`src/rtl/ssd_pkg.sv`:
```
// Shared constants and types for the multiplexed seven-segment scan path.
package ssd_pkg;

    localparam int SSD_NIBBLE_W   = 4;
    localparam int SSD_MAX_DIGITS = 8;

    // Wide enough for the largest digit count; users slice the low N_DIGITS bits.
    localparam logic [SSD_MAX_DIGITS-1:0] SSD_ANODE_OFF = 8'hFF;

    typedef enum logic [0:0] {
        SLOT_BLANK = 1'b0,
        SLOT_SHOW  = 1'b1
    } slot_state_e;

endpackage

```
`src/rtl/ssd_slot_timer.sv`:
```
// Slot counter and digit index for the scanner; derives the blank/show phase
// of each slot and the end-of-frame pulse.
module ssd_slot_timer
    import ssd_pkg::*;
#(
    parameter int N_DIGITS     = 4,
    parameter int REFRESH_DIV  = 50000,
    parameter int BLANK_CYCLES = 8,
    localparam int CNT_W       = $clog2(REFRESH_DIV),
    localparam int IDX_W       = $clog2(N_DIGITS)
) (
    input  logic             clk,
    input  logic             rst,
    output slot_state_e      slot_state,
    output logic [IDX_W-1:0] idx,
    output logic             frame_tick
);

    logic [CNT_W-1:0] cnt_q;
    logic [CNT_W-1:0] cnt_d;
    logic [IDX_W-1:0] idx_q;
    logic [IDX_W-1:0] idx_d;
    logic             cnt_wrap_s;
    logic             last_digit_s;

    // Next-state for the slot counter and digit index, plus phase decode.
    always_comb begin
        cnt_wrap_s   = (cnt_q == CNT_W'(REFRESH_DIV - 1));
        last_digit_s = (idx_q == IDX_W'(N_DIGITS - 1));
        cnt_d        = cnt_q;
        idx_d        = idx_q;
        if (cnt_wrap_s) begin
            cnt_d = {CNT_W{1'b0}};
            if (last_digit_s) begin
                idx_d = {IDX_W{1'b0}};
            end else begin
                idx_d = idx_q + IDX_W'(1);
            end
        end else begin
            cnt_d = cnt_q + CNT_W'(1);
        end
        if (cnt_q < CNT_W'(BLANK_CYCLES)) begin
            slot_state = SLOT_BLANK;
        end else begin
            slot_state = SLOT_SHOW;
        end
        idx        = idx_q;
        frame_tick = cnt_wrap_s && last_digit_s;
    end

    // Counter and index registers.
    always_ff @(posedge clk or posedge rst) begin
        if (rst) begin
            cnt_q <= {CNT_W{1'b0}};
            idx_q <= {IDX_W{1'b0}};
        end else begin
            cnt_q <= cnt_d;
            idx_q <= idx_d;
        end
    end

endmodule

```
`src/rtl/ssd_scan_mux.sv`:
```
// Time-multiplexed hex digit scanner: frame-synchronous value commit, blanking
// gap between digits, leading-zero suppression and active-low anode select.
module ssd_scan_mux
    import ssd_pkg::*;
#(
    parameter int N_DIGITS     = 4,
    parameter int REFRESH_DIV  = 50000,
    parameter int BLANK_CYCLES = 8,
    parameter int LZ_SUPPRESS  = 1
) (
    input  logic                         clk,
    input  logic                         rst,
    input  logic [4*N_DIGITS-1:0]        value_in,
    input  logic                         load,
    input  logic                         display_on,
    output logic [SSD_NIBBLE_W-1:0]      digit_bin,
    output logic                         digit_en,
    output logic [N_DIGITS-1:0]          anode_n,
    output logic                         frame_tick
);

    localparam int VAL_W = SSD_NIBBLE_W * N_DIGITS;
    localparam int IDX_W = $clog2(N_DIGITS);
    localparam logic [N_DIGITS-1:0] ANODE_OFF = SSD_ANODE_OFF[N_DIGITS-1:0];

    logic [VAL_W-1:0]        pending_q, pending_d;
    logic [VAL_W-1:0]        disp_q, disp_d;
    logic                    on_q, on_d;

    slot_state_e             slot_state_s;
    logic [IDX_W-1:0]        idx_s;
    logic                    frame_tick_s;

    logic [N_DIGITS-1:0]     lz_s;
    logic                    zero_above_s;
    logic [SSD_NIBBLE_W-1:0] nib_sel_s;
    logic                    suppress_s;
    logic                    lit_s;

    ssd_slot_timer #(
        .N_DIGITS     (N_DIGITS),
        .REFRESH_DIV  (REFRESH_DIV),
        .BLANK_CYCLES (BLANK_CYCLES)
    ) u_timer (
        .clk        (clk),
        .rst        (rst),
        .slot_state (slot_state_s),
        .idx        (idx_s),
        .frame_tick (frame_tick_s)
    );

    // Load capture and frame-boundary commit; disp always takes pre-edge pending.
    always_comb begin
        pending_d = pending_q;
        disp_d    = disp_q;
        on_d      = display_on;
        if (load) begin
            pending_d = value_in;
        end else begin
            pending_d = pending_q;
        end
        if (frame_tick_s) begin
            disp_d = pending_q;
        end else begin
            disp_d = disp_q;
        end
    end

    // Value and display-enable registers.
    always_ff @(posedge clk or posedge rst) begin
        if (rst) begin
            pending_q <= {VAL_W{1'b0}};
            disp_q    <= {VAL_W{1'b0}};
            on_q      <= 1'b0;
        end else begin
            pending_q <= pending_d;
            disp_q    <= disp_d;
            on_q      <= on_d;
        end
    end

    // Output decode from registered state only; lz_s[i] means digits i..N-1 are all zero.
    always_comb begin
        lz_s         = {N_DIGITS{1'b0}};
        zero_above_s = 1'b1;
        nib_sel_s    = {SSD_NIBBLE_W{1'b0}};
        suppress_s   = 1'b0;
        for (int i = N_DIGITS - 1; i >= 0; i--) begin
            zero_above_s = zero_above_s &&
                           (disp_q[SSD_NIBBLE_W*i +: SSD_NIBBLE_W] == 4'h0);
            lz_s[i]      = zero_above_s;
        end
        for (int i = 0; i < N_DIGITS; i++) begin
            if (idx_s == IDX_W'(i)) begin
                nib_sel_s  = disp_q[SSD_NIBBLE_W*i +: SSD_NIBBLE_W];
                suppress_s = (LZ_SUPPRESS != 0) && (i != 0) && lz_s[i];
            end else begin
                nib_sel_s  = nib_sel_s;
                suppress_s = suppress_s;
            end
        end
        lit_s = (slot_state_s == SLOT_SHOW) && on_q && !suppress_s;

        anode_n = ANODE_OFF;
        for (int i = 0; i < N_DIGITS; i++) begin
            anode_n[i] = !(lit_s && (idx_s == IDX_W'(i)));
        end
        digit_bin  = nib_sel_s;
        digit_en   = lit_s;
        frame_tick = frame_tick_s;
    end

endmodule

```
`config.mk`:
```
export PLATFORM = sky130hd
export DESIGN_NAME = ssd_scan_mux
export DESIGN_NICKNAME = d
export VERILOG_FILES = /design/src/rtl/ssd_pkg.sv /design/src/rtl/ssd_slot_timer.sv /design/src/rtl/ssd_scan_mux.sv
export SDC_FILE = /design/constraint.sdc
export NUM_CORES = 1
export LEC_CHECK = 0
export CORE_MARGIN = 2
export CORE_UTILIZATION = 50
export CTS_BUF_LIST = sky130_fd_sc_hd__clkbuf_8
export CTS_CLUSTER_DIAMETER = 50
export DETAILED_ROUTE_END_ITERATION = 10
export PLACE_DENSITY = 0.83
export SETUP_SLACK_MARGIN = 0.05
export SYNTH_ARGS = -nofsm -noshare
export SYNTH_HDL_FRONTEND = slang
export SYNTH_SLANG_ARGS = --single-unit
```
`constraint.sdc`:
```
create_clock -name clk -period 3.2 [get_ports clk]
set_clock_uncertainty 0.05 [all_clocks]
set_input_delay 0.8 -clock clk [delete_from_list [all_inputs] [get_ports clk]]
set_output_delay 0.8 -clock clk [all_outputs]
set_load 0.05 [all_outputs]
```
# Word-level counts from Yosys, hierarchy flattened
# Index checks and enable logic that the tools add are counted.
[classes] eq_ne=4 add_sub_neg=2 n_lt_le_gt_ge=1 bitwise=0 n_reduce_logical=18 n_div=0 mux=10 mul=0 shifts=0
[ops] cell="adder 16 x 1 -> 16 bit, second input constant" count=1
[ops] cell="== test 16 bit, second input constant" count=1
[ops] cell="less-than comparator 16 x 4 -> 1 bit, second input constant" count=1
[ops] cell="two-way mux 16 bit" count=1
[ops] cell="two-way mux 4 bit" count=4
[ops] cell="zero test 4 bit" count=3
[ops] cell="logical AND 1 bit" count=9
[ops] cell="zero test 1 bit" count=5
[ops] cell="== test 2 bit, second input constant" count=2
[ops] cell="two-way mux 1 bit" count=4
[ops] cell="adder 2 x 1 -> 2 bit, second input constant" count=1
[ops] cell="== test 2 x 1 -> 1 bit, second input constant" count=1
[ops] cell="zero test 2 bit" count=1
[ops] cell="two-way mux 2 bit" count=1
[totals] latch_bits=0 inputBits=20 wordCells=40 ff_bits=51 mem_bits_ro=0 out_inout_bits=10 ram_bits=0 n_memories=0

# Longest topological paths before layout
[depth] depth_word=10 depth_mapped=7 ltp_nobuf=6

# Hierarchy
# From an unflattened synthesis, not the netlist that was laid out.
[hier_totals] hier_cells=177 hier_area_um2=2314.7
[by_module_without_submodules] module="ssd_scan_mux" cells_per_inst=92 instances=1 area_each_um2=1416.4
[by_module_without_submodules] module="ssd_slot_timer" cells_per_inst=85 instances=1 area_each_um2=898.4

# Least setup slack after synthesis
# OpenSTA, ideal clock, no wires.
[synth_path] kind="reg2out" from="register u_timer.idx_q[0] (netlist: u_timer.idx[0])" to="output anode_n[0]" arrival_time_ns=2.481 slack_ns=-0.131 path_stages_with_launch=6 cell_sequence="dfrtp_1 ha_1 clkbuf_1 o21a_1 a21oi_1 nand2_1"
[synth_between] elab_chain_cells=8 elab_cells_between_ends=11 classes_between="eq/ne (3); mux (3); reduce/logical (5)"
[synth_rtl] item="start, declared" line="ssd_slot_timer.sv:21" rtl="logic [IDX_W-1:0] idx_q;"
[synth_rtl] item="start signal, assigned" line="ssd_slot_timer.sv:55" rtl="idx_q <= {IDX_W{1'b0}};"
[synth_rtl] item="start signal, assigned" line="ssd_slot_timer.sv:58" rtl="idx_q <= idx_d;"
[synth_rtl] item="== test 2 x 1 -> 1 bit" line="ssd_scan_mux.sv:94" rtl="if (idx_s == IDX_W'(i)) begin"
[synth_rtl] item="two-way mux 1 bit (2 in a row)" line="ssd_scan_mux.sv:94"
[synth_rtl] item="two-way mux 1 bit *" line="ssd_scan_mux.sv:94"
[synth_rtl] item="zero test 1 bit *" line="ssd_scan_mux.sv:102" rtl="lit_s = (slot_state_s == SLOT_SHOW) && on_q && !suppress_s;"
[synth_rtl] item="logical AND 1 bit *" line="ssd_scan_mux.sv:102"
[synth_rtl] item="net digit_en" line="ssd_scan_mux.sv:17" rtl="output logic digit_en,"
[synth_rtl] item="logical AND 1 bit *" line="ssd_scan_mux.sv:106" rtl="anode_n[i] = !(lit_s && (idx_s == IDX_W'(i)));"
[synth_rtl] item="zero test 1 bit *" line="ssd_scan_mux.sv:106"
[synth_rtl] item="end, declared" line="ssd_scan_mux.sv:18" rtl="output logic [N_DIGITS-1:0] anode_n,"
# The timed path passes the listed nets; every way through them passes the cells marked *.

# Final worst setup path
[layout_path] from="register u_timer.idx_q[0] (netlist: u_timer.idx[0])" to="output digit_bin[2]"
[layout_between] elab_chain_cells=5 elab_cells_between_ends=8 classes_between="eq/ne (3); mux (4); reduce/logical (1)"
[layout_rtl] item="zero test 2 bit" line="ssd_scan_mux.sv:94"
[layout_rtl] item="two-way mux 4 bit (3 in a row)" line="ssd_scan_mux.sv:94"
[layout_rtl] item="two-way mux 4 bit *" line="ssd_scan_mux.sv:94"
[layout_rtl] item="end, declared" line="ssd_scan_mux.sv:16" rtl="output logic [SSD_NIBBLE_W-1:0] digit_bin,"
# Every way passes the cells marked *; elsewhere a longest branch is shown, timed or not.

==> results <==
- The flow ran to the end, and the final reports show no timing, DRC or antenna violations.
- In the global route stage, met3 resource usage came out at 3.04%.
- The number of gates given a new drive strength after cts is 3.
- The capturing element type of the critical path is a primary output.
- The H-tree generated during clock tree synthesis spans 2 levels.
- In this run, distinct cell masters in the synthesized netlist total 37.
- The maximum VDD drop is 256 µV.
- The leakage component of the power is about 1.3 nW.
- The floorplan has 25 rows.
- For this block, the via count after detailed routing is 1573.
- TritonCTS built the clock tree.
- The post-synthesis area per instance is 12.5 µm².
- For met2 alone, demand over resource in global routing was 27.1%.
- The number of hold buffers added after CTS was 0.
- The number of max-capacitance violations reported is 0.
- The initial utilization of the core area, before any placement, comes to 51.0%.
- The number of nets in the finished design is 250.
- In this run the power density over the cells is 393 nW/µm².
- In this run the horizontal extent of the chip is 72.7 µm.
- The sequential cell area fraction in the yosys report is 54.0%.
- The total congestion overflow after global routing is 0.
- In the synthesized netlist, the number of instances is 189.
- The cell area that synthesis handed to floorplanning was 2360 µm².
- The detailed router finished its first iteration with 104 violations.
- The clock root buffer is clkbuf_8.
- In the final routed layout, each cell accounts on average for around 16 µm.
- The fraction of the cycle the final worst path needs is 94.9%.
- Across all hold checks on the routed design, the worst slack comes to 447 ps.
- The total global routing track utilization is 17.7%.
- The number of sinks handled by clock tree synthesis is a little over 50.
- The global-route wire length before repair is about 7.2 mm.
- The global placement routability congestion is 0.924.
- The internal reg-to-reg setup slack is 1130 ps.
- The number of iterations in the first detailed-routing pass is 4.
- The max-slew violation total from the final report is 0.
- The worst path in the final design needs a cycle of 3040 ps, including I/O delays and setup.
- The maximum number of pins on one net before global-route repair is 31.
- At the later pin of the worst-skew pair, clock insertion delay measures approximately 310 ps.
- The final setup violation count is 0.
- The growth of design area from synthesis to finish is 22.2%.
- The ratio of routed vias to standard cells is 5.62.
- The number of nets handed over by synthesis was 214.
- The sum of negative setup slack is 0 ps.
- In this run the tool buffered the top-level ports with 29 buffer cells.
- For this run, global-route usage on met1 was measured as 25.8%.
- Clock-pin slew was measured on the worst setup and hold paths at around 90 ps.
- The worst hold path belongs to the class reg -> reg.
- The floorplan step defined a die boundary enclosing 5290 µm².
- The CTS buffer count is 5.
- 0 antenna diodes ended up in the layout.
- The final routed wirelength across all metal layers is 4.36 mm.
- The data arrival time of the worst path is 2190 ps.
- In the routed design, unresolved DRC markers number 0.
- The core region is 4630 µm².
- The type of origin of the critical path is a register.
- The number of primary I/O pins is 30.
- Of the cells placed in the final design, the portion with a size suffix greater than 1 is 31.0%.
- Headroom to the max-slew limit came out at approximately 48%.
- The commonest non-fill, non-tap cell in the layout is dfrtp_1.
- The post-synthesis register bit count is between 50 and 60.
- For this run, the number of Yosys warnings is 0.
- After clock tree synthesis, the setup repair step added 0 buffers.
- After global routing, the most crowded layer is met2.
- The maximum fanout count along the critical path is 4.
- After legalization and detailed placement, the total HPWL measured 3.27 mm.
- The floorplan die height is between 70 and 80 µm.
- The endpoint required time on the critical path is 2350 ps.
- The worst-margin pin slew is 780 ps.
- The worst-case clock buffer depth is 2.
- The setup path with the least slack is of type reg -> out.
- The number of endpoints with negative hold slack in the final report was 0.
- The remaining antenna violation count after routing is 0.
- In the layout the commonest cells are dfrtp_1 (51), mux2_2 (23), clkdlybuf4s50_1 (19).
- The initial antenna violation count is 0.
- Setup repair after global routing left no endpoint under its margin.
- The number of global-route vias before repair is 1523.
- The highest clock rate is around 0.33 GHz.
cell families after synthesis:
group | after synthesis | share of synthesized area (%)
xor gates and xnor gates | 13 | 4.82
AOI/OAI and AO/OA | 15 | 4.40
buffers and inverters | 12 | 2.22
adders and majority gates | 5 | 2.65
and+or+nand+nor | 59 | 14.1
DFF | 51 | 54.0
muxes | 34 | 17.7
per-stage QoR:
stage	power (mW)	utilization [%]	worst slack, ps	cells	cell area, µm²
2_1_floorplan	0.725	-	197	189	2370
3_5_place_dp	0.766	59.9	199	272	2780
3_3_place_gp	0.762	59.9	257	272	2780
6_report	1.13	62.4	165	280	2890
4_1_cts	1.14	62.0	98.4	280	2870
5_1_grt	1.18	62.4	62.4	280	2890
state kept, by name, indices dropped and copies added (netlist names):
name           flops
u_timer.idx        2
disp_q            16
u_timer.cnt_q     16
pending_q         16
on_q               1
cell usage after synthesis (all sizes together):
cell | number | share of area, %
or4 | 3 | 1.3
o31ai | 3 | 0.95
mux2i | 1 | 0.42
or3b | 1 | 0.37
inv | 7 | 1.1
or3 | 1 | 0.32
nor2b | 5 | 1.3
nand3 | 8 | 1.9
and3 | 2 | 0.53
and3b | 1 | 0.37
and4 | 2 | 0.74
nand2 | 9 | 1.4
nand4 | 4 | 1.1
o41ai | 1 | 0.37
a21oi | 2 | 0.42
o21a | 1 | 0.32
or4b | 1 | 0.42
xor2 | 5 | 1.9
ha | 5 | 2.6
dfrtp | 51 | 54
a221oi | 3 | 1.1
clkbuf | 3 | 0.48
o21ai | 5 | 1.2
nor3 | 3 | 0.64
mux2 | 33 | 17
buf | 2 | 0.64
xnor2 | 8 | 3.0
nor4 | 3 | 0.79
nor2 | 14 | 2.3
or2 | 2 | 0.64
layout make-up:
cell class	instances	area (µm²)
inverters	7	26.3
repair buffers	34	367
clock buffers	5	68.8
well taps	54	67.6
clock inverters	3	25.0
flip-flops and latches	51	1280
multi-input cells	126	1060
fillers	365	1740
path summary, 6_finish.rpt:
kind	start	to	cells after the start
worst max register to register	u_timer.cnt_q[12]	disp_q[15]	5
worst max-delay path	u_timer.idx[0]	digit_bin[2]	7
worst min register to register	u_timer.cnt_q[0]	u_timer.cnt_q[0]	1
min in group asynchronous	rst	disp_q[13]	2
max in group asynchronous	rst	disp_q[9]	3
worst min-delay path	u_timer.cnt_q[0]	u_timer.cnt_q[0]	1
routing by layer:
layer  share of wire [%]  up-vias
li1                    -      737
met1                  47      789
met2                  48       43
met3                 4.1        4
met4                 1.2        0
met5                   0        -
report_power, final:
group / leakage (nW) / internal [mW] / switching (mW) / total, mW
logic: 0.638 / 0.0451 / 0.0311 / 0.0762
clock network: 0.0452 / 0.160 / 0.222 / 0.382
registers: 0.659 / 0.665 / 0.0111 / 0.676
total: 1.34 / 0.870 / 0.265 / 1.13
worst max-delay path, cell delays in order (launching register included):
cell,delay (ps)
dfrtp_1,450
inv_1,120
ha_1,230
and3b_1,180
a21oi_1,130
o21ai_0,90
mux2_2,270
dlygate4sd2_1,420
(Power assumes the default switching activity.)
